===== config.mk =====
export PLATFORM = sky130hd
export DESIGN_NAME = prog_counter
export DESIGN_NICKNAME = d
export VERILOG_FILES = /design/src/rtl/prog_counter.sv
export SDC_FILE = /design/constraint.sdc
export NUM_CORES = 1
export LEC_CHECK = 0
export BUFFER_PORTS_ARGS = -buffer_cell sky130_fd_sc_hd__buf_2
export CAP_MARGIN = 40
export CORE_ASPECT_RATIO = 2
export CORE_MARGIN = 1.5
export CORE_UTILIZATION = 61
export CTS_CLUSTER_DIAMETER = 100
export CTS_CLUSTER_SIZE = 16
export DETAILED_ROUTE_END_ITERATION = 12
export PLACE_DENSITY = 0.88
export REMOVE_ABC_BUFFERS = 1
export SLEW_MARGIN = 20
export SYNTH_ARGS = -nofsm -noshare
export SYNTH_HDL_FRONTEND = slang
export SYNTH_SLANG_ARGS = --single-unit

===== constraint.sdc =====
create_clock -name clk -period 9.5 [get_ports clk]
set_input_delay 1.425 -clock clk [delete_from_list [all_inputs] [get_ports clk]]
set_output_delay 1.425 -clock clk [all_outputs]
set_load 0.02 [all_outputs]

===== src/rtl/prog_counter.sv =====
// prog_counter: programmable up/down counter with limit compare and free-run,
// auto-reload and one-shot terminal-count modes.
module prog_counter #(
  parameter int               WIDTH     = 32,
  parameter logic [WIDTH-1:0] RESET_VAL = '0
) (
  input  logic             clk,
  input  logic             reset,
  input  logic             load,
  input  logic [WIDTH-1:0] data,
  input  logic             en,
  input  logic             up,
  input  logic [WIDTH-1:0] lmt,
  input  logic [1:0]       mode,
  input  logic             clr_done,
  output logic [WIDTH-1:0] count,
  output logic             tc,
  output logic             evt,
  output logic             wrap,
  output logic             done
);

  localparam logic [WIDTH-1:0] ONE = {{(WIDTH-1){1'b0}}, 1'b1};

  typedef enum logic {
    RUN  = 1'b0,
    DONE = 1'b1
  } state_t;

  state_t           state, state_nxt;
  logic [WIDTH-1:0] count_nxt;
  logic [WIDTH-1:0] step_val;
  logic             tc_nxt, evt_nxt, wrap_nxt;
  logic             take, hit;
  logic             is_reload, is_oneshot;

  always_comb begin
    // Mode 11 behaves exactly like free-run.
    is_reload  = (mode == 2'b01);
    is_oneshot = (mode == 2'b10);
    take       = en && !(is_oneshot && (state == DONE));
    hit        = take && (count == lmt);
    step_val   = up ? (count + ONE) : (count - ONE);

    count_nxt = count;
    state_nxt = state;
    evt_nxt   = 1'b0;
    wrap_nxt  = 1'b0;

    if (load) begin
      count_nxt = data;
      state_nxt = RUN;
    end else begin
      if (take) begin
        if (hit && is_reload) begin
          count_nxt = data;
        end else if (!(hit && is_oneshot)) begin
          count_nxt = step_val;
          wrap_nxt  = up ? (&count) : (~|count);
        end
      end
      evt_nxt = hit;
      // A terminal event in one-shot outranks a same-cycle clear.
      if (hit && is_oneshot) begin
        state_nxt = DONE;
      end else if (clr_done) begin
        state_nxt = RUN;
      end
    end

    tc_nxt = (count_nxt == lmt);
  end

  always_ff @(posedge clk) begin
    if (reset) begin
      count <= RESET_VAL;
      tc    <= 1'b0;
      evt   <= 1'b0;
      wrap  <= 1'b0;
      state <= RUN;
    end else begin
      count <= count_nxt;
      tc    <= tc_nxt;
      evt   <= evt_nxt;
      wrap  <= wrap_nxt;
      state <= state_nxt;
    end
  end

  assign done = (state == DONE);

endmodule


Word-level counts from Yosys, hierarchy flattened
Cells that the tools add are included.

storage, ports and cells
  bits in latches = 0
  memories kept = 0
  ROM bits = 0
  bits of input ports = 72
  RAM bits = 0
  register bits after elaboration = 36
  output and inout bits = 36

cells by class
  muxes and demuxes = 8
  $lt $le $gt $ge = 0
  bitwise gates (word level) = 1
  div/mod/pow operators = 0
  $add $sub $neg = 2
  equal/unequal tests = 4
  multipliers = 0
  shift-type cells = 0
  reduce and logical (&&, ||, !) cells = 12

operators by type and width
  operator                 count
  $mux W32                 5
  $eq A32 B32 Y1           2
  $add A32 B1 Y32 const B  1
  $reduce_and A32 Y1       1
  $reduce_or A32 Y1        1
  $sub A32 B1 Y32 const B  1
  $logic_and A1 B1 Y1      5
  $reduce_or A5 Y1         1
  $mux W1                  3
  $eq A2 B1 Y1 const B     1
  $eq A2 B2 Y1 const B     1
  $logic_not A1 Y1         2
  $reduce_bool A2 Y1       1
  $reduce_or A2 Y1         1
  $not A1 Y1               1

Logic depth before layout (Yosys ltp)
  depth in word-level cells = 11
  mapped depth = 16

Worst setup path before layout
OpenSTA, ideal clock, no wires.

  kind = input to register
  start = input up
  end = register count[31]
  slack = 4.429 ns
  required time = 9.409 ns
  data arrival time = 4.980 ns
  stages = 15
  path buffers = 1
  cell sequence = inv_1 -> ha_1 -> clkbuf_1 -> a21oi_1 -> o211ai_1 -> nand4_1 -> a21oi_1 -> a311oi_1 -> nor4b_1 -> o31ai_1 -> a221o_1 -> a21oi_1 -> xnor2_1 -> or3_1 -> a311oi_1

between the ends
  cells in the longest elaborated chain, start to end = 5

RTL lines
  what                    line  text
  start: declaration      12    input logic up,
  $mux W32                43    step_val = up ? (count + ONE) : (count - ONE);
  $mux W32                57    end else if (!(hit && is_oneshot)) begin
  $mux W32                55    if (hit && is_reload) begin
  $mux W32                54    if (take) begin
  $mux W32                50    if (load) begin
  end signal: assignment  82    count <= count_nxt;
  end: declaration        16    output logic [WIDTH-1:0] count,

No other way between the ends.
A chain may end at the register's enable or synchronous reset.

Worst setup path after layout
  start = input lmt[2]
  end = register tc

between the ends
  cells in the longest elaborated chain, start to end = 8

RTL lines
  what                    line  text
  start: declaration      13    input logic [WIDTH-1:0] lmt,
  $eq A32 B32 Y1          42    hit = take && (count == lmt);
  $logic_and A1 B1 Y1     42
  $logic_and A1 B1 Y1     57
  $mux W32                57
  $mux W32                55
  $mux W32                54
  $mux W32                50
  $eq A32 B32 Y1 (*)      71    tc_nxt = (count_nxt == lmt);
  end signal: assignment  83    tc <= tc_nxt;
  end: declaration        17    output logic tc,

Mark *: on every way between the ends. The rest lies on a longest branch, timed or not.

==> reports/results.tsv <==
metric	value	unit
Metal-1 WL	6761	um
final wirelength	22170	um
Synth top cells by count	59 x nor2_1, 45 x a21oi_1, 41 x xnor2_1	
Hold Crit Class	register to register	
site row count	45	
post-cts repair resize count	0	
initial antenna violation count	0	
Skew-Pair Late Insertion Delay	0.29	ns
Core Region	7601	um2
Crit Path Category	input port to register	
EDFF count, synth	0	
global-route wire length before repair	33420	um
CTS clk-pin slew, worst paths	0.06	ns
setup repair after global routing missed its margin	false	
critical path required time	9.66	ns
Cells after Synth	655	
routed len/inst	26.14	um
DRT iter0 DRCs	1046	
Setup TNS	0	ns
pwr dens	136.4	nW/um2
vias per cell	7.626	
DIE AREA	8461	um2
PortBufs	107	
Max Clk Rate	0.1629	GHz
most common cell in the netlist	nor2_1	
Finish-stage setup viols	0	
Starting Density	0.6329	
area grow syn2layout	16.02	%
grt ovf	0	
Clock Path Buffers	2	
crit-path max FO	9	
Min Clock Period, post-route	6.138	ns
Slew @ Worst Pin	0.8023	ns
hold path depth	3	
Ant. Diodes	0	
clock sink count	36	
unique cell type count in the Yosys netlist	74	
Syn Std Cell Area	4811	um2
# Post-CTS Setup Buffers	0	
vias in the first global route	6020	
final hold violations	0	
largest net degree at the start of global routing	37	
Synth Warn #	0	
crit path capture type	register	
final period utilization	0.6461	
via count	6467	
total global-route track usage	0.5304	
DRT Pass-1 Iters	10	
Synth Flop Type	dfxtp_1	
metal3 WL	2968	um
sequential fraction of the synthesis area	0.1498	
Syn Area/Cell	7.345	um2
Fillers	675	
gp weighted congestion	1.142	
TritonCTS clock tree	built	
die span in y	128.6	um
CTS root buffer	clkbuf_16	
routed wl met2	9861	um
Slew Limit Fails	0	
sequential cell area	720.7	um2
Rel. slew slack	0.4651	
top sig layer	met4	
Nets	856	
arrival time worst endpoint	6.30	ns
multi-input logic area	3882	um2
antenna-violating nets left	0	
layout cells sized above 1	0.1804	
area leader, netlist	dfxtp_1	
share of the synthesized area in the top cell type	0.1498	
H-tree lvl count	2	
Die W	65.80	um
# Max-Cap Violations	0	
ys async rst share	0	
Ports	108	
Worst Skew	0.005315	ns
largest cells by area after synthesis	dfxtp_1 15%, ha_1 7.8%, xnor2_1 7.5%, a21oi_1 4.7%, nor2_1 4.6%	
run status	finished, final reports clean	
maximum vdd drop	0.08222	mV
number of synthesized register bits	36	
Remaining DRCs	0	
startpoint type of the worst setup path	input port	
total CTS buffers	5	
Pleak	2.460	nW
CTS Hold Buffers Added	0	
Worst Reg2Reg Path Length in Cells	12	
fin area	5582	um2
placed inst area	5430	um2
DP HPWL	16770	um
-- final timing paths --
path / startpoint / end / slack, ns
hold / removal: done / done / 0.60
setup reg to reg: count[2] / tc / 4.20
setup / recovery: lmt[2] / tc / 3.36
hold reg to reg: done / done / 0.60
-- report_power, final --
part	internal, mW	switching (mW)	leakage [nW]	total, mW
combinational	0.145	0.243	2.09	0.388
clock	0.105	0.0674	0.0712	0.172
sequential	0.164	0.0374	0.299	0.201
total	0.414	0.347	2.46	0.762
-- cell families (layout without fill, tap and decap cells) --
family	count (synthesis)	in the layout	synth area share
compound gates	201	201	0.2936
fa+ha+maj	31	31	0.08218
simple gates	264	264	0.3027
buf+inv	53	152	0.04317
xor+xnor	66	66	0.1202
flops	36	36	0.1498
mux	4	4	0.008323
-- critical path: stages --
cell and delay, ns:
buf_2 0.12, xnor2_1 0.51, nand4_1 0.45, nor4_4 0.57, nand4_2 0.41, a21oi_2 0.68
a222oi_1 0.27, xnor2_1 0.21, or4_1 0.57, nor4_1 0.35, nand4_1 0.13, nand4bb_1 0.20
nor4_1 0.37
-- placed cells by master, fill, tap and decap left out, types with 4 or more instances in the layout --
cell,instances
nand3_1,21
nor3b_1,5
a21oi_1,45
buf_2,108
o31ai_1,7
nor4_1,17
nand2_1,35
nand2b_1,9
and3_1,6
o22ai_1,15
xor2_1,25
and2_1,4
clkbuf_16,5
ha_1,30
or3_1,6
or2_2,6
nand4_1,29
a211o_1,5
o21a_1,9
o221ai_1,8
and4_1,4
a21o_1,16
a2111oi_0,4
dfxtp_1,36
a211oi_1,9
nor2b_1,10
xnor2_1,41
o21ai_0,21
nor3_1,30
buf_4,4
inv_1,31
nor2_1,59
a31oi_1,6
a22oi_1,4
or4_1,5
o22a_1,4
a222oi_1,8
mux2i_1,4
-- metal layers --
layer  up-vias  GRT usage
li1       2734          -
met1      2887     0.5688
met2       622     0.8247
met3       224     0.1757
met4         0     0.4375
met5         -          0
-- state kept, by name, summed over array words and instances (netlist names) --
register / count
evt: 1
count: 32
wrap: 1
done: 1
tc: 1
-- per-stage QoR --
stage	std cells	hold WS [ns]	total power, mW	worst slack [ns]	util
CTS	847	0.6040	0.7306	3.782	0.7337
finish	848	0.6028	0.7616	3.362	0.7343
detailed placement	839	0.5955	0.5631	3.494	0.7144
global placement	838	0.5719	0.5544	3.604	0.7108
global route	848	0.6615	0.7865	3.487	0.7343
floorplan	633	0.6225	0.4343	4.422	-
-- final cells by class --
type | count | share of cell area
Inverter | 31 | 0.02085
Multi-Input combinational cell | 566 | 0.6956
Clock buffer | 8 | 0.02623
Sequential cell | 36 | 0.1291
Timing Repair Buffer | 113 | 0.1072
Tap cell | 94 | 0.02107
Power figures use the tool's default switching activity.
